File: config.mk
export PLATFORM = sky130hd
export DESIGN_NAME = clock_monitor_flat
export DESIGN_NICKNAME = d
export VERILOG_FILES = /design/src/rtl/clock_monitor_pkg.sv /design/src/rtl/clock_monitor_if.sv /design/src/rtl/clock_monitor_channel.sv /design/src/rtl/clock_monitor.sv /design/src/flat_wrapper.sv
export SDC_FILE = /design/constraint.sdc
export NUM_CORES = 1
export LEC_CHECK = 0
export ABC_AREA = 1
export CORE_MARGIN = 2
export CORE_UTILIZATION = 35
export CTS_CLUSTER_SIZE = 8
export DETAILED_ROUTE_END_ITERATION = 8
export GPL_TIMING_DRIVEN = 0
export HOLD_SLACK_MARGIN = 0.05
export PLACE_DENSITY = 0.49
export SLEW_MARGIN = 5
export SYNTH_ARGS = -nofsm -noshare
export SYNTH_HDL_FRONTEND = slang
export SYNTH_HIERARCHICAL = 1
export SYNTH_SLANG_ARGS = --single-unit
export TNS_END_PERCENT = 1
File: constraint.sdc
create_clock -name clock -period 6.1 [get_ports clock]
set_input_delay 1.22 -clock clock [delete_from_list [all_inputs] [get_ports clock]]
set_output_delay 1.22 -clock clock [all_outputs]
set_load 0.02 [all_outputs]
File: src/rtl/clock_monitor_pkg.sv
// Shared types and default constants for the divided-clock monitor.
// Revision: 1.0
`default_nettype none

package clock_monitor_pkg;

  typedef enum logic [2:0] {
    ST_IDLE    = 3'd0,
    ST_SYNC    = 3'd1,
    ST_TRACK   = 3'd2,
    ST_LOCKED  = 3'd3,
    ST_FAULT   = 3'd4,
    ST_STOPPED = 3'd5
  } state_t;

  localparam int DEF_EXP_HALF1  = 8;
  localparam int DEF_EXP_HALF2  = 4;
  localparam int DEF_EXP_HALF3  = 2;
  localparam int DEF_TOL        = 0;
  localparam int DEF_LOCK_COUNT = 4;
  localparam int DEF_TIMEOUT    = 32;
  localparam int DEF_CNT_W      = 6;

  // The counter must hold TIMEOUT, and a nominal period must be distinguishable from a timeout.
  function automatic bit cnt_w_ok(input int cnt_w, input int timeout, input int exp_half,
                                  input int tol, input int lock_count);
    return (timeout < (1 << cnt_w)) && (exp_half + tol < timeout) &&
           (lock_count > 0) && (lock_count < (1 << cnt_w));
  endfunction

endpackage

`default_nettype wire

File: src/rtl/clock_monitor_if.sv
// Bus between the system controller and the clock monitor.
// Revision: 1.0
`default_nettype none

interface clock_monitor_if;
  logic       clk1;
  logic       clk2;
  logic       clk3;
  logic [2:0] chk_en;
  logic       clear_faults;
  logic [2:0] locked;
  logic [2:0] fault;
  logic [2:0] stopped;
  logic       fault_irq;

  modport master (
    output clk1, clk2, clk3, chk_en, clear_faults,
    input  locked, fault, stopped, fault_irq
  );

  modport slave (
    input  clk1, clk2, clk3, chk_en, clear_faults,
    output locked, fault, stopped, fault_irq
  );
endinterface

`default_nettype wire

File: src/rtl/clock_monitor_channel.sv
// One monitored clock: edge sampler, half-period counter, lock counter and status FSM.
// Revision: 1.0
`default_nettype none

module clock_monitor_channel
  import clock_monitor_pkg::*;
#(
  parameter int EXP_HALF   = DEF_EXP_HALF1,
  parameter int TOL        = DEF_TOL,
  parameter int LOCK_COUNT = DEF_LOCK_COUNT,
  parameter int TIMEOUT    = DEF_TIMEOUT,
  parameter int CNT_W      = DEF_CNT_W
) (
  input  logic clock,
  input  logic reset,
  input  logic clk_in,
  input  logic en,
  input  logic clear_faults,
  output logic locked,
  output logic fault,
  output logic stopped
);

  localparam logic [CNT_W-1:0] TIMEOUT_V = CNT_W'(TIMEOUT);
  localparam logic [CNT_W-1:0] LOCK_V    = CNT_W'(LOCK_COUNT);
  localparam logic [CNT_W-1:0] ONE       = CNT_W'(1);
  localparam logic [CNT_W:0]   EXP_V     = (CNT_W + 1)'(EXP_HALF);
  localparam logic [CNT_W:0]   TOL_V     = (CNT_W + 1)'(TOL);

  if (!cnt_w_ok(CNT_W, TIMEOUT, EXP_HALF, TOL, LOCK_COUNT)) begin : g_param_check
    $error("clock_monitor_channel: CNT_W too narrow for TIMEOUT/EXP_HALF/TOL/LOCK_COUNT");
  end

  state_t           state, state_next;
  logic [CNT_W-1:0] hcnt, hcnt_next;
  logic [CNT_W-1:0] good_cnt, good_next;
  logic             in_q, in_d;
  logic             edge_det, timeout, match;
  logic [CNT_W:0]   meas, diff;

  always_ff @(posedge clock or posedge reset) begin
    if (reset) begin
      in_q     <= 1'b0;
      in_d     <= 1'b0;
      state    <= ST_IDLE;
      hcnt     <= '0;
      good_cnt <= '0;
    end else begin
      in_q     <= clk_in;
      in_d     <= in_q;
      state    <= state_next;
      hcnt     <= hcnt_next;
      good_cnt <= good_next;
    end
  end

  // hcnt saturates at TIMEOUT, so meas never wraps in the extra-bit compare.
  assign edge_det = in_q ^ in_d;
  assign timeout  = (hcnt == TIMEOUT_V);
  assign meas     = {1'b0, hcnt} + (CNT_W + 1)'(1);
  assign diff     = (meas >= EXP_V) ? (meas - EXP_V) : (EXP_V - meas);
  assign match    = (diff <= TOL_V);

  always_comb begin
    state_next = state;
    good_next  = good_cnt;
    if (edge_det)     hcnt_next = '0;
    else if (timeout) hcnt_next = hcnt;
    else              hcnt_next = hcnt + ONE;

    if (!en) begin
      state_next = ST_IDLE;
      hcnt_next  = '0;
      good_next  = '0;
    end else begin
      case (state)
        ST_IDLE: begin
          state_next = ST_SYNC;
          hcnt_next  = '0;
          good_next  = '0;
        end
        ST_SYNC: begin
          if (edge_det) begin
            state_next = ST_TRACK;
            good_next  = '0;
          end else if (timeout) begin
            state_next = ST_STOPPED;
          end
        end
        ST_TRACK: begin
          if (edge_det) begin
            if (match) begin
              good_next = good_cnt + ONE;
              if (good_cnt + ONE == LOCK_V) state_next = ST_LOCKED;
            end else begin
              state_next = ST_FAULT;
            end
          end else if (timeout) begin
            state_next = ST_STOPPED;
          end
        end
        ST_LOCKED: begin
          if (edge_det) begin
            if (!match) state_next = ST_FAULT;
          end else if (timeout) begin
            state_next = ST_STOPPED;
          end
        end
        ST_FAULT: begin
          if (clear_faults) begin
            state_next = ST_SYNC;
            hcnt_next  = '0;
          end
        end
        ST_STOPPED: begin
          // A clear outranks a coincident edge, which is then dropped.
          if (clear_faults) begin
            state_next = ST_SYNC;
            hcnt_next  = '0;
          end else if (edge_det) begin
            state_next = ST_TRACK;
            good_next  = '0;
          end
        end
        default: state_next = ST_IDLE;
      endcase
    end
  end

  assign locked  = (state == ST_LOCKED);
  assign fault   = (state == ST_FAULT);
  assign stopped = (state == ST_STOPPED);

endmodule

`default_nettype wire

File: src/rtl/clock_monitor.sv
// Three independent divided-clock checkers plus the combined fault interrupt.
// Revision: 1.0
`default_nettype none

module clock_monitor
  import clock_monitor_pkg::*;
#(
  parameter int EXP_HALF1  = DEF_EXP_HALF1,
  parameter int EXP_HALF2  = DEF_EXP_HALF2,
  parameter int EXP_HALF3  = DEF_EXP_HALF3,
  parameter int TOL        = DEF_TOL,
  parameter int LOCK_COUNT = DEF_LOCK_COUNT,
  parameter int TIMEOUT    = DEF_TIMEOUT,
  parameter int CNT_W      = DEF_CNT_W
) (
  input  logic            clock,
  input  logic            reset,
  clock_monitor_if.slave  bus
);

  localparam int EXP_TABLE [3] = '{EXP_HALF1, EXP_HALF2, EXP_HALF3};

  logic [2:0] clk_vec;
  logic [2:0] locked_v, fault_v, stopped_v;

  assign clk_vec = {bus.clk3, bus.clk2, bus.clk1};

  for (genvar i = 0; i < 3; i++) begin : g_chan
    clock_monitor_channel #(
      .EXP_HALF   (EXP_TABLE[i]),
      .TOL        (TOL),
      .LOCK_COUNT (LOCK_COUNT),
      .TIMEOUT    (TIMEOUT),
      .CNT_W      (CNT_W)
    ) u_chan (
      .clock        (clock),
      .reset        (reset),
      .clk_in       (clk_vec[i]),
      .en           (bus.chk_en[i]),
      .clear_faults (bus.clear_faults),
      .locked       (locked_v[i]),
      .fault        (fault_v[i]),
      .stopped      (stopped_v[i])
    );
  end

  assign bus.locked    = locked_v;
  assign bus.fault     = fault_v;
  assign bus.stopped   = stopped_v;
  assign bus.fault_irq = (|fault_v) | (|stopped_v);

endmodule

`default_nettype wire

File: src/flat_wrapper.sv
// flat-port wrapper written by rule: the top's interface ports become plain ports
module clock_monitor_flat import clock_monitor_pkg::*;
#(
  parameter int EXP_HALF1  = DEF_EXP_HALF1,
  parameter int EXP_HALF2  = DEF_EXP_HALF2,
  parameter int EXP_HALF3  = DEF_EXP_HALF3,
  parameter int TOL        = DEF_TOL,
  parameter int LOCK_COUNT = DEF_LOCK_COUNT,
  parameter int TIMEOUT    = DEF_TIMEOUT,
  parameter int CNT_W      = DEF_CNT_W
)
  (clock, reset, bus_clk1, bus_clk2, bus_clk3, bus_chk_en, bus_clear_faults, bus_locked, bus_fault, bus_stopped, bus_fault_irq);
  clock_monitor_if bus_i ();
  input  logic clock;
  input  logic reset;
  input wire logic [$bits(bus_i.clk1)-1:0] bus_clk1;
  input wire logic [$bits(bus_i.clk2)-1:0] bus_clk2;
  input wire logic [$bits(bus_i.clk3)-1:0] bus_clk3;
  input wire logic [$bits(bus_i.chk_en)-1:0] bus_chk_en;
  input wire logic [$bits(bus_i.clear_faults)-1:0] bus_clear_faults;
  output wire logic [$bits(bus_i.locked)-1:0] bus_locked;
  output wire logic [$bits(bus_i.fault)-1:0] bus_fault;
  output wire logic [$bits(bus_i.stopped)-1:0] bus_stopped;
  output wire logic [$bits(bus_i.fault_irq)-1:0] bus_fault_irq;
  assign bus_i.clk1 = bus_clk1;
  assign bus_i.clk2 = bus_clk2;
  assign bus_i.clk3 = bus_clk3;
  assign bus_i.chk_en = bus_chk_en;
  assign bus_i.clear_faults = bus_clear_faults;
  assign bus_locked = bus_i.locked;
  assign bus_fault = bus_i.fault;
  assign bus_stopped = bus_i.stopped;
  assign bus_fault_irq = bus_i.fault_irq;
  clock_monitor #(.EXP_HALF1(EXP_HALF1), .EXP_HALF2(EXP_HALF2), .EXP_HALF3(EXP_HALF3), .TOL(TOL), .LOCK_COUNT(LOCK_COUNT), .TIMEOUT(TIMEOUT), .CNT_W(CNT_W)) u_core (.clock(clock), .reset(reset), .bus(bus_i));
endmodule
== After elaboration in Yosys (flattened, before gate mapping) ==
Index checks and enable logic that the tools add are counted.

* Flip-flop bits (word level): 51
* Input bits: 9
* Word-level logic and storage cells: 169

* Add/sub/neg operators: 15
* Order comparisons: 6
* Eq/ne operators: 45
* Multiplexer cells: 70
* Bitwise gates (word level): 4
* Reductions and logical operators: 14

{| class="wikitable"
|+ Operators with widths
! kind !! count
|-
| $mux W6 || 27
|-
| $mux W3 || 31
|-
| $pmux W6 S4 || 3
|-
| $pmux W3 S6 || 3
|-
| $add A6 B1 Y6 const B || 6
|-
| $ne A3 B3 Y1 const B || 12
|-
| $pmux W6 S2 || 3
|-
| $reduce_and A4 Y1 || 6
|-
| $add A6 B1 Y7 const B || 3
|-
| $le A7 B1 Y1 const B || 3
|-
| $mux W7 || 3
|-
| $eq A3 B2 Y1 const B || 6
|-
| $eq A3 B3 Y1 const B || 6
|-
| $eq A6 B3 Y1 const B || 3
|-
| $eq A6 B6 Y1 const B || 3
|-
| $ne A5 B1 Y1 const B || 3
|-
| $ne A5 B5 Y1 const B || 3
|-
| $ne A4 B3 Y1 const B || 3
|-
| $ne A4 B4 Y1 const B || 3
|-
| $eq A3 B1 Y1 const B || 3
|-
| $logic_not A3 Y1 || 3
|-
| $ge A7 B2 Y1 const B || 1
|-
| $ge A7 B3 Y1 const B || 1
|-
| $ge A7 B4 Y1 const B || 1
|-
| other kinds (10) || 15
|}

== Depth between registers and ports, before layout ==
Gate-level depths: netlist (run 1).

* Depth in word-level cells: 8
* Mapped depth: 18
* Depth with buffers taken out: 18

== Cells and area by module ==
Netlist (run 1), hierarchy kept.

{| class="wikitable"
|+ By module, submodules not included
! module !! instances !! cells each !! area each (um2) !! seq. area each (um2)
|-
| clock_monitor_channel (u_core.g_chan[2].u_chan) || 1 || 183 || 1350.0 || 425.4
|-
| clock_monitor_channel (u_core.g_chan[1].u_chan) || 1 || 178 || 1233.7 || 425.4
|-
| clock_monitor_channel (u_core.g_chan[0].u_chan) || 1 || 167 || 1221.2 || 425.4
|-
| clock_monitor || 1 || 4 || 16.3 || 0.0
|}

== Worst setup path before layout (run 1) ==
OpenSTA, ideal clock, no wires.

* Path kind: register -> output
* Start point: register u_core.g_chan[0].u_chan.state[1]
* End point: output bus_fault_irq
* Arrival: 1.230 ns
* Data required time: 4.880 ns
* Slack: 3.650 ns
* Cell stages (with the launch flop): 6
* Path buffers: 0
* Cell sequence: dfrtp_1 inv_1 nand2_1 nor2_1 nor2_1 nand3_1

* Cells in the longest elaborated chain, start to end: 3
* Elaborated cells between the ends (all ways): 5
* Those cells by class: eq/ne: 2; bitwise: 1; reduce/logical: 2

{| class="wikitable"
|+ RTL lines
! what !! RTL line !! RTL
|-
| start, declared || clock_monitor_channel.sv:34 || <nowiki>state_t state, state_next;</nowiki>
|-
| start signal, assigned || clock_monitor_channel.sv:51 || <nowiki>state <= state_next;</nowiki>
|-
| $eq A3 B3 Y1 || clock_monitor_channel.sv:132 || <nowiki>assign stopped = (state == ST_STOPPED);</nowiki>
|-
| via bus_stopped[0] || flat_wrapper.sv:23 || <nowiki>output wire logic [$bits(bus_i.stopped)-1:0] bus_stopped;</nowiki>
|-
| $reduce_or A3 Y1 || clock_monitor.sv:50 || <nowiki>assign bus.fault_irq = (|fault_v) | (|stopped_v);</nowiki>
|-
| $or A1 B1 Y1 || clock_monitor.sv:50 ||
|-
| end, declared || flat_wrapper.sv:24 || <nowiki>output wire logic [$bits(bus_i.fault_irq)-1:0] bus_fault_irq;</nowiki>
|}

The timed path passes the listed nets, and every way through them passes these cells.

== Final worst setup path (run 1) ==
* Start point: register u_core.g_chan[2].u_chan.state[0]
* End point: output bus_fault_irq

* Cells in the longest elaborated chain, start to end: 3
* Elaborated cells between the ends (all ways): 5
* Those cells by class: eq/ne: 2; bitwise: 1; reduce/logical: 2

{| class="wikitable"
|+ RTL lines
! what !! RTL line
|-
| start, declared || clock_monitor_channel.sv:34
|-
| start signal, assigned || clock_monitor_channel.sv:51
|-
| $eq A3 B3 Y1, on equally long branches || clock_monitor_channel.sv:131, clock_monitor_channel.sv:132
|-
| $reduce_or A3 Y1 || clock_monitor.sv:50
|-
| $or A1 B1 Y1 * || clock_monitor.sv:50
|}

Every way passes the cells marked *; elsewhere a longest branch is shown, timed or not.

==> implementation parameters, run 1 <==
Parameter                              Value

Critical path
  R2R Setup Slk    roughly 3.6 ns
  Startpoint of the worst-slack reg-to-reg timing path    u_core/g_chan[2].u_chan/hcnt[0]
  Reg2Reg Capture Point    u_core/g_chan[2].u_chan/state[0]
  Setup Crit Path Kind    flop to output port
  Depth of the worst register-to-register path    17
  Highest fanout seen on the critical path    6
  Arrival time reported for the critical path endpoint    1.99 ns
  Crit path launch type    flop
  Critical Path Sink Type    output port
  Data required, critical path    4.88 ns

Power and ir drop
  Pleak    0.00201 uW
  Combinational cell fraction of total power    0.273
  Share of total power consumed by net switching    0.354
  Fraction of power consumed by the clock network    0.246
  Sequential cell fraction of total power    0.481
  Switching power total    280 uW
  Worst supply voltage drop on vdd    between 0.00009 and 0.0001 V
  Cell Pwr Density    186 mW/mm^2
  Internal power consumption    512 uW
  Total design power    about 800 uW

Timing
  Final worst clock skew    between 0.01 and 0.015 ns
  Worst-case hold slack    0.435 ns
  Final number of setup-violating endpoints    0
  Minimum clock period after layout    3.21 ns
  Slew at the pin closest to its max-slew limit    0.719 ns
  RSZ-0062 raised after global routing    false
  Final slew viol count    0
  Final period utilization    0.525
  Setup ws final    ~2.9 ns
  Final number of hold-violating endpoints    0
  Max Freq    312 MHz
  Slew margin rel.    0.520
  Total Neg Setup Slack    0 ns

Clocking
  Number of buffers added by the clock tree synthesis step    5
  TritonCTS clock tree    done
  Clock sink count    51
  Hold buffer count at cts    0
  Post-CTS setup buffers    0
  Root buffer cell    sky130_fd_sc_hd__clkbuf_8
  H-tree depth    2
  Latest clock arrival within the worst-skew pair    roughly 0.31 ns
  Post-cts sizing count    0
  Maximum count of clock buffers along a single path    2
  Register clock-pin slew on the reported worst setup and hold paths    0.09 ns

Finish
  Net count reported at finish    585
  Total area of multi-input combinational cells    0.00222 sq mm
  Number of fill cells    1160
  Diodes inserted    0
  Layout overhead on the synthesized area    11.4%
  Reg area    approximately 0.0013 sq mm
  Share of post-route cells with drive strength above 1    0.129
  Fin area    around 0.0043 sq mm

Synthesis
  Number of flops mapped to enable cells by yosys    0
  Synth warn    6
  Post-synth top area cell    sky130_fd_sc_hd__dfrtp_1
  Area share of the leading cell type in the synthesized netlist    0.334
  Simple-Gate Fraction of Synth Area    0.380
  Syn nets    560
  Most frequently used cell type in the post-synthesis netlist    sky130_fd_sc_hd__nand2_1
  Synthesized flop and latch total    51
  Syn Inst Count    532
  Share of synthesized cell area in full adder, half adder and majority cells    0.0622
  Xor/xnor share of the synthesized area    0.0334
  Predominant post-synthesis flop cell    sky130_fd_sc_hd__dfrtp_1
  Sequential share of the synthesized area    0.334
  Cell area after technology mapping    approximately 0.0038 sq mm
  Multiplexer share of the synthesized area    0.00262
  Largest family of logic cells by synthesized area    simple AND/OR/NAND/NOR gates
  Leading post-synthesis cells by instance count    134 x sky130_fd_sc_hd__nand2_1, 67 x sky130_fd_sc_hd__inv_1, 62 x sky130_fd_sc_hd__nor2_1
  Top post-synthesis cells by area    sky130_fd_sc_hd__dfrtp_1 33%, sky130_fd_sc_hd__nand2_1 13%, sky130_fd_sc_hd__inv_1 6.6%
  Average cell area after synthesis    between 7 and 8 sq um
  Unique cell type count in the Yosys netlist    47
  Share of synthesized registers carrying an async set or reset    1.00
  Synthesized-area fraction occupied by ao, oa, aoi and oai cells    0.101

Drt
  Post-route antenna net violation count    0
  Violation count after the first detailed-route iteration    140
  Routed length per instance    11.7 microns
  Total via count in the routed design    3364
  Vias per inst    4.82
  Final routed wirelength across all metal layers    8.16 mm
  Drt drc    0
  Pre-Repair DR Iteration Count    4

Min path
  Hold_sp    u_core/g_chan[0].u_chan/in_q
  Hold Crit Class    flop to flop
  Hold Path Stages    0
  Hold worst-path end    u_core/g_chan[0].u_chan/in_d

Global routing
  Overall Global Routing Usage    0.156
  Pin count of the biggest net entering global routing    18
  Antenna violations before repair    0
  Global-route wire length before repair    14.9 mm
  Via count of the first global-routing pass    approximately 3300
  Total congestion overflow    0

Floorplan
  DIE WIDTH    ~110 microns
  Number of cell rows    38
  Vertical die dimension    108 microns
  Num ports    19
  Placeable Area    0.0107 sq mm
  Die ar.    0.0118 sq mm
  Initial cell density of the core    0.356

Run status
  Outcome    finished clean

Placement
  Quantity of I/O buffers inserted on ports    18
  Half-perimeter wire length after detailed placement    6.41 mm
  Routability congestion estimate from global placement    0.875
  Instance area at placement    0.00418 sq mm
  Post-placement worst setup slack    approximately 3.0 ns

Flow run
  Count of maximum capacitance violations    0
## cells by family (layout without fill, tap and decap cells)
logic type | count (synthesis) | count (layout)
DFF | 51 | 51
and+or+nand+nor | 306 | 306
muxes | 1 | 1
xor gates and xnor gates | 12 | 12
AOI/OAI and AO/OA | 61 | 61
buffers and inverters | 82 | 108
adders and majority gates | 19 | 19
## flip-flops by register name, indices dropped and copies added, names as in the netlist
| register | flops |
|---|---|
| u_core/g_chan.u_chan/in_q | 3 |
| u_core/g_chan.u_chan/good_cnt | 18 |
| u_core/g_chan.u_chan/in_d | 3 |
| u_core/g_chan.u_chan/state | 9 |
| u_core/g_chan.u_chan/hcnt | 18 |
## power by group through the flow
stage | clock network (uW) | logic [uW] | registers (uW)
floorplan | 0 | 164 | 381
global placement | 0 | 217 | 387
detailed placement | 0 | 218 | 388
CTS | 209 | 219 | 381
global route | 225 | 248 | 384
finish | 195 | 216 | 381
## cell type report
class                   instances  share of cell area
multi-input cells             399               0.520
flip-flops and latches         51               0.300
inverters                      78              0.0691
repair buffers                 18              0.0423
well taps                     140              0.0411
clock buffers                   7              0.0179
plain buffers                   4             0.00823
clock inverters                 1             0.00118
## worst max path at each step
stage | startpoint | to | slack, ns | depth (start not counted)
floorplan | u_core/g_chan[0].u_chan/state[1] | bus_fault_irq | 3.65 | 5
global placement | bus_clear_faults | u_core/g_chan[1].u_chan/good_cnt[0] | 2.99 | 8
detailed placement | bus_clear_faults | u_core/g_chan[1].u_chan/good_cnt[0] | 2.98 | 8
CTS | u_core/g_chan[2].u_chan/state[0] | bus_fault_irq | 2.86 | 6
global route | u_core/g_chan[2].u_chan/state[0] | bus_fault_irq | 2.73 | 6
finish | u_core/g_chan[2].u_chan/state[0] | bus_fault_irq | 2.89 | 6
## cells in the final DEF, fill, tap and decap left out, drive strengths merged
| master | n |
|---|---|
| nand3b | 1 |
| nand2 | 150 |
| nand4 | 17 |
| a211o | 1 |
| clkdlybuf4s50 | 18 |
| dfrtp | 51 |
| or2 | 1 |
| o22ai | 1 |
| a211oi | 2 |
| o21a | 3 |
| a221oi | 1 |
| nor3 | 7 |
| ha | 19 |
| o21ai | 26 |
| a22oi | 1 |
| o41ai | 2 |
| a21oi | 17 |
| a21boi | 1 |
| buf | 4 |
| inv | 76 |
| mux2i | 1 |
| xor2 | 11 |
| xnor2 | 1 |
| nor2 | 76 |
| o221ai | 1 |
| a31oi | 2 |
| or4 | 1 |
| nand3 | 53 |
| clkbuf | 7 |
| clkinv | 3 |
| o21bai | 3 |
## routing by layer
layer,global-route usage,vias up,part of all wire
met3,0.0301,2,0.032
li1,-,1767,-
met4,0.0412,0,0.0056
met5,0,-,0
met1,0.206,1552,0.49
met2,0.259,43,0.47
## critical path, cell delays in order, from the launching register on
cell and delay (ns):
sky130_fd_sc_hd__dfrtp_1 0.46, sky130_fd_sc_hd__inv_1 0.13, sky130_fd_sc_hd__nand2_1 0.13, sky130_fd_sc_hd__nor2_1 0.07, sky130_fd_sc_hd__nor2_1 0.23, sky130_fd_sc_hd__nand3_1 0.11
sky130_fd_sc_hd__clkdlybuf4s50_1 0.55
## metrics by stage
stage,std cells,utilization
after floorplan,532,-
after global placement,690,0.389
after detailed placement,690,0.389
after CTS,698,0.396
after global routing,698,0.396
final,698,0.396
Note: power is estimated with default switching activity, not from simulation.
==> inputs of run 2 (changes only) <==
- PLACE_DENSITY: 0.49 -> 0.51
- clock period: 6.1 -> 2.7 ns (I/O delays scaled with it)
==> run 2 against run 1 <==
First-iteration DRC count increased by 46%. Clock power grew to 2.7 times the previous value. Critical endpoint unchanged. Die area stayed put. Clock-buffer cell count down 1. Clock skew fell by 0.00086 ns. Sequential share of layout area down 0.15 points.
==> implementation parameters, run 2 (synthesis results as in run 1) <==
Parameter                              Value

Drt
  Violation count after the first detailed-route iteration    204 (+46%)
  Vias per inst    4.78 (-0.87%)
  Pre-Repair DR Iteration Count    4 (unchanged)
  Routed length per instance    11.4 microns (-2.6%)
  Drt drc    0 (unchanged)
  Final routed wirelength across all metal layers    7.94 mm (-2.8%)
  Total via count in the routed design    3330 (-1.0%)
  Post-route antenna net violation count    0 (unchanged)

Global routing
  Total congestion overflow    0 (unchanged)
  Global-route wire length before repair    14.1 mm (-5.5%)
  Pin count of the biggest net entering global routing    18 (unchanged)
  Via count of the first global-routing pass    3181 (-3.8%)
  Overall Global Routing Usage    0.146 (-0.00950)
  Antenna violations before repair    0 (unchanged)

Clocking
  H-tree depth    2 (unchanged)
  TritonCTS clock tree    done
  Register clock-pin slew on the reported worst setup and hold paths    0.10 ns (about the same)
  Post-cts sizing count    0 (unchanged)
  Latest clock arrival within the worst-skew pair    0.30 ns (about the same)
  Root buffer cell    sky130_fd_sc_hd__clkbuf_8
  Hold buffer count at cts    0 (unchanged)
  Clock sink count    51 (unchanged)
  Maximum count of clock buffers along a single path    2 (unchanged)
  Number of buffers added by the clock tree synthesis step    5 (unchanged)
  Post-CTS setup buffers    0 (unchanged)

Timing
  Final period utilization    0.938
  Total Neg Setup Slack    0 ns (unchanged)
  RSZ-0062 raised after global routing    false
  Slew at the pin closest to its max-slew limit    0.689 ns (-0.0300 ns)
  Slew margin rel.    0.540 (+0.0201)
  Max Freq    395 MHz
  Final number of hold-violating endpoints    0 (unchanged)
  Final worst clock skew    0.0122 ns (-0.000862 ns)
  Final number of setup-violating endpoints    0 (unchanged)
  Worst-case hold slack    0.432 ns (-0.00317 ns)
  Minimum clock period after layout    between 2 and 3 ns
  Final slew viol count    0 (unchanged)

Critical path
  Arrival time reported for the critical path endpoint    1.99 ns (about the same)
  Critical Path Slowest Stage Cell    sky130_fd_sc_hd__clkdlybuf4s50_1
  Data required, critical path    2.16 ns (-2.72 ns)
  Cells along the critical path    nor2_1 -> inv_1 -> nor2_1 -> nor2_1 -> nand3_1 -> clkdlybuf4s50_1
  Reg2Reg Capture Point    u_core/g_chan[1].u_chan/good_cnt[2]
  Delay of the slowest cell on the worst path    0.60 ns (+0.05 ns)
  CP most frequent cell    sky130_fd_sc_hd__nor2_1
  Source of the critical timing path    u_core/g_chan[1].u_chan/state[0]
  Critical Path Sink Type    output port
  Buf+Inv Stages, Crit Path    2 (unchanged)
  R2R Setup Slk    0.27 ns (-3.37 ns)
  Depth of the worst register-to-register path    12 (-5)
  Highest fanout seen on the critical path    7 (+1)
  Crit path launch type    flop
  Setup Crit Path Kind    flop to output port
  Startpoint of the worst-slack reg-to-reg timing path    u_core/g_chan[1].u_chan/hcnt[0]
  Top delay family on crit path    buffers and inverters

Finish
  Share of post-route cells with drive strength above 1    0.129 (+0.000232)
  Net count reported at finish    585 (unchanged)
  Leading cell type in the layout, fill and taps excluded    sky130_fd_sc_hd__nand2_1
  Number of cells in the finished layout apart from fillers    697 (-0.14%)
  Fin area    0.00428 sq mm (+0.50%)
  Leading registers by flop count    u_core/g_chan.u_chan/good_cnt x18, u_core/g_chan.u_chan/hcnt x18, u_core/g_chan.u_chan/state x9
  Number of fill cells    1160 (unchanged)
  Commonest cells after routing, fill and taps aside    134 x sky130_fd_sc_hd__nand2_1, 67 x sky130_fd_sc_hd__inv_1, 62 x sky130_fd_sc_hd__nor2_1, 51 x sky130_fd_sc_hd__dfrtp_1, 46 x sky130_fd_sc_hd__nand3_1
  Final Core Density    0.398 (+0.00198)
  Layout overhead on the synthesized area    12.0%
  Diodes inserted    0 (unchanged)

Floorplan
  Num ports    19 (unchanged)
  Die ar.    0.0118 sq mm (unchanged)
  DIE WIDTH    108 microns (unchanged)
  Initial cell density of the core    0.356 (unchanged)
  Placeable Area    0.0107 sq mm (unchanged)
  Vertical die dimension    108 microns (unchanged)
  Number of cell rows    38 (unchanged)

Placement
  Quantity of I/O buffers inserted on ports    18 (unchanged)
  Instance area at placement    0.00418 sq mm (unchanged)
  Number of placed cells counting well taps    690 (unchanged)
  Half-perimeter wire length after detailed placement    6.19 mm (-3.3%)
  Routability congestion estimate from global placement    0.869 (-0.69%)

Run status
  Outcome    finished clean

Power and ir drop
  Pleak    0.00202 uW (+0.45%)
  Worst supply voltage drop on vdd    0.000195 V (+110%)
  Cell Pwr Density    439 mW/mm^2 (+140%)

Min path
  Hold_sp    u_core/g_chan[2].u_chan/in_q
  Hold Crit Class    flop to flop
  Hold worst-path end    u_core/g_chan[2].u_chan/in_d
  Hold Path Stages    0 (unchanged)

Flow run
  Count of maximum capacitance violations    0 (unchanged)
run 2: cell count changes in the layout (fill, tap and decap cells not counted):
cell | before | now
sky130_fd_sc_hd__clkbuf_1 | 2 | 1
sky130_fd_sc_hd__bufinv_16 | 0 | 1
sky130_fd_sc_hd__clkinv_2 | 2 | 1
run 2: through the flow:
step | setup slack (ns) | total power (uW)
after floorplan | 0.538 | 1230
after global placement | 0.260 | 1370
after detailed placement | 0.262 | 1360
after CTS | 0.141 | 1910
after global routing | 0.0263 | 2010
final | 0.168 | 1880
run 2: worst max path at each step:
stage	endpoint	slack [ns]	depth (start not counted)
5_1_grt	u_core/g_chan[1].u_chan/good_cnt[0]	0.03	12
6_report	bus_fault_irq	0.17	6
2_1_floorplan	u_core/g_chan[1].u_chan/good_cnt[0]	0.54	12
4_1_cts	bus_fault_irq	0.14	6
3_3_place_gp	u_core/g_chan[1].u_chan/good_cnt[0]	0.26	8
3_5_place_dp	u_core/g_chan[1].u_chan/good_cnt[2]	0.26	8
run 2: layout make-up:
type | count | area (sq um) | area share
well taps | 140 | 175 | 0.0409
clock inverters | 1 | 30.0 | 0.00702
inverters | 78 | 294 | 0.0687
plain buffers | 4 | 35.0 | 0.00819
flip-flops and latches | 51 | 1280 | 0.298
repair buffers | 18 | 180 | 0.0421
multi-input cells | 399 | 2220 | 0.518
clock buffers | 6 | 72.6 | 0.0170
run 2: power by group:
| group | total, uW | internal (uW) | leakage, uW | switching [uW] |
|---|---|---|---|---|
| registers | 862 | 803 | 0.000689 | 59.1 |
| clock network | 524 | 272 | 0.0000513 | 251 |
| logic | 491 | 171 | 0.00128 | 320 |
run 2: worst register-to-register path: stages (launching register included):
cell,delay (ns)
sky130_fd_sc_hd__dfrtp_1,0.47
sky130_fd_sc_hd__ha_1,0.29
sky130_fd_sc_hd__inv_1,0.09
sky130_fd_sc_hd__nand2_1,0.06
sky130_fd_sc_hd__nand2_1,0.12
sky130_fd_sc_hd__inv_1,0.06
sky130_fd_sc_hd__ha_1,0.29
sky130_fd_sc_hd__a211o_1,0.33
sky130_fd_sc_hd__nor2_4,0.12
sky130_fd_sc_hd__nand4_2,0.21
sky130_fd_sc_hd__nand2_4,0.19
sky130_fd_sc_hd__nor2_2,0.05
sky130_fd_sc_hd__a21oi_2,0.11
run 2: layer usage:
| layer | GRT usage | part of all wire | vias to the layer above |
|---|---|---|---|
| met3 | 0.0217 | 0.025 | 11 |
| li1 | - | - | 1763 |
| met5 | 0 | 0 | - |
| met1 | 0.187 | 0.46 | 1504 |
| met2 | 0.255 | 0.50 | 52 |
| met4 | 0.0440 | 0.014 | 0 |
==> inputs of run 3 (changes only) <==
- CORE_UTILIZATION: 35 -> 40
- PLACE_DENSITY: 0.51 -> 0.57
==> run 3 against run 2 <==
Largest power group unchanged. Critical path type unchanged. Utilization rose by 6.2 points. Largest cell class unchanged. Clock power is 17% lower. Register-to-register slack improved by 0.02 ns.
==> implementation parameters, run 3 (synthesis results as in run 1) <==
Parameter                              Value

Clocking
  Post-cts sizing count    0 (unchanged)
  Latest clock arrival within the worst-skew pair    0.31 ns (about the same)
  TritonCTS clock tree    done
  H-tree depth    2 (unchanged)
  Root buffer cell    sky130_fd_sc_hd__clkbuf_8
  Post-CTS setup buffers    0 (unchanged)
  Register clock-pin slew on the reported worst setup and hold paths    0.09 ns (about the same)
  Clock sink count    51 (unchanged)
  Number of buffers added by the clock tree synthesis step    5 (unchanged)
  Maximum count of clock buffers along a single path    2 (unchanged)
  Hold buffer count at cts    0 (unchanged)

Critical path
  Critical Path Sink Type    output port
  Crit path launch type    flop
  Arrival time reported for the critical path endpoint    2.04 ns (+0.05 ns)
  Data required, critical path    2.16 ns (about the same)
  Highest fanout seen on the critical path    7 (unchanged)
  Setup Crit Path Kind    flop to output port

Power and ir drop
  Switching power total    636 uW (+0.77%)
  Share of total power consumed by net switching    0.356 (+0.0195)
  Worst supply voltage drop on vdd    0.000185 V (-4.7%)
  Sequential cell fraction of total power    0.482 (+0.023)
  Combinational cell fraction of total power    0.274 (+0.012)
  Pleak    0.00202 uW (-0.19%)
  Cell Pwr Density    421 mW/mm^2 (-4.1%)
  Internal power consumption    1150 uW (-7.6%)
  Fraction of power consumed by the clock network    0.244 (-0.035)

Timing
  Final slew viol count    0 (unchanged)
  Final number of setup-violating endpoints    0 (unchanged)
  Minimum clock period after layout    2.58 ns (+0.0478 ns)
  Slew at the pin closest to its max-slew limit    0.692 ns (+0.00327 ns)
  RSZ-0062 raised after global routing    false
  Final period utilization    0.955 (+0.0177)
  Max Freq    388 MHz (-1.9%)
  Total Neg Setup Slack    0 ns (unchanged)
  Worst-case hold slack    0.432 ns (+0.000378 ns)
  Final worst clock skew    0.00634 ns (-0.00582 ns)
  Final number of hold-violating endpoints    0 (unchanged)
  Slew margin rel.    0.538 (-0.00218)

Finish
  Leading cell type in the layout, fill and taps excluded    sky130_fd_sc_hd__nand2_1
  Share of post-route cells with drive strength above 1    0.134 (+0.00514)
  Net count reported at finish    585 (unchanged)
  Commonest cells after routing, fill and taps aside    134 x sky130_fd_sc_hd__nand2_1, 67 x sky130_fd_sc_hd__inv_1, 61 x sky130_fd_sc_hd__nor2_1, 51 x sky130_fd_sc_hd__dfrtp_1, 46 x sky130_fd_sc_hd__nand3_1
  Leading registers by flop count    u_core/g_chan.u_chan/good_cnt x18, u_core/g_chan.u_chan/hcnt x18, u_core/g_chan.u_chan/state x9
  Number of cells in the finished layout apart from fillers    687 (-1.4%)
  Diodes inserted    0 (unchanged)
  Number of fill cells    931 (-20%)
  Layout overhead on the synthesized area    11.2%

Drt
  Final routed wirelength across all metal layers    7.91 mm (-0.39%)
  Pre-Repair DR Iteration Count    6 (+2)
  Total via count in the routed design    3396 (+2.0%)
  Drt drc    0 (unchanged)
  Post-route antenna net violation count    0 (unchanged)
  Violation count after the first detailed-route iteration    257 (+26%)
  Vias per inst    4.94 (+3.5%)
  Routed length per instance    11.5 microns (+1.1%)

Global routing
  Total congestion overflow    0 (unchanged)
  Antenna violations before repair    0 (unchanged)
  Global-route wire length before repair    14.5 mm (+3.3%)
  Overall Global Routing Usage    0.173 (+0.0266)
  Via count of the first global-routing pass    3274 (+2.9%)
  Pin count of the biggest net entering global routing    18 (unchanged)

Placement
  Quantity of I/O buffers inserted on ports    18 (unchanged)
  Half-perimeter wire length after detailed placement    6.14 mm (-0.95%)
  Routability congestion estimate from global placement    0.979 (+13%)
  Number of placed cells counting well taps    679 (-1.6%)

Min path
  Hold Crit Class    flop to flop

Floorplan
  Placeable Area    0.00924 sq mm (-14%)
  Num ports    19 (unchanged)
  Number of cell rows    35 (-7.9%)
  Vertical die dimension    102 microns (-6.2%)
  Initial cell density of the core    0.414 (+0.0579)
  DIE WIDTH    102 microns (-6.2%)
  Die ar.    0.0104 sq mm (-12%)

Run status
  Outcome    finished clean

Flow run
  Count of maximum capacitance violations    0 (unchanged)
-- run 3: cell types whose count changed in the layout (fill, tap and decap cells not counted), sizes merged --
cell | previous run | this run
clkinv | 2 | 5
bufinv | 1 | 0
clkbuf | 6 | 5
-- run 3: layout make-up --
cell class / count / area (sq um) / area share
multi-input combinational: 399 / 2220 / 0.522
inverter: 78 / 294 / 0.0692
buffer: 4 / 35.0 / 0.00824
timing repair buffer: 18 / 180 / 0.0424
clock buffer: 5 / 68.8 / 0.0162
clock inverter: 3 / 15.0 / 0.00353
sequential: 51 / 1280 / 0.300
tap: 129 / 161 / 0.0380
-- run 3: power by group through the flow --
| stage | combinational [uW] | clock [uW] | sequential (uW) |
|---|---|---|---|
| 6_report | 490 | 436 | 862 |
| 5_1_grt | 558 | 492 | 870 |
| 4_1_cts | 490 | 458 | 860 |
| 3_5_place_dp | 486 | 0 | 875 |
| 3_3_place_gp | 486 | 0 | 874 |
| 2_1_floorplan | 371 | 0 | 862 |
-- run 3: critical path: stages, from the launching register on --
cell and delay (ns):
sky130_fd_sc_hd__dfrtp_1 0.48, sky130_fd_sc_hd__nor2_1 0.14, sky130_fd_sc_hd__inv_1 0.07, sky130_fd_sc_hd__nor2_1 0.25
sky130_fd_sc_hd__nor2_1 0.09, sky130_fd_sc_hd__nand3_1 0.10, sky130_fd_sc_hd__clkdlybuf4s50_1 0.61
-- run 3: path summary, 6_finish.rpt --
check                                                      start  slack (ns)                               end  cells after the start
worst max-delay path            u_core/g_chan[1].u_chan/state[0]        0.12                     bus_fault_irq                      6
worst min-delay path                u_core/g_chan[1].u_chan/in_q        0.43      u_core/g_chan[1].u_chan/in_d                      0
worst min register to register      u_core/g_chan[1].u_chan/in_q        0.43      u_core/g_chan[1].u_chan/in_d                      0
min in group asynchronous                                  reset        0.72  u_core/g_chan[1].u_chan/state[2]                      2
worst max register to register   u_core/g_chan[2].u_chan/hcnt[0]        0.29  u_core/g_chan[2].u_chan/state[0]                     17
max in group asynchronous                                  reset        1.53   u_core/g_chan[2].u_chan/hcnt[5]                      2
-- run 3: routing by layer --
layer,track usage,routed length (microns),part of all wire
met2,0.287,3770,0.48
met5,0,0,0
met4,0.0541,108,0.014
met1,0.231,3760,0.48
met3,0.0283,272,0.034
-- run 3: metrics by stage --
step	util	setup slack [ns]	power [uW]	instance area, sq um
5_1_grt	0.460	0.000270	1920	4250
4_1_cts	0.460	0.0998	1810	4250
3_5_place_dp	0.451	0.278	1360	4160
2_1_floorplan	-	0.538	1230	3820
6_report	0.460	0.121	1790	4250
3_3_place_gp	0.451	0.301	1360	4160
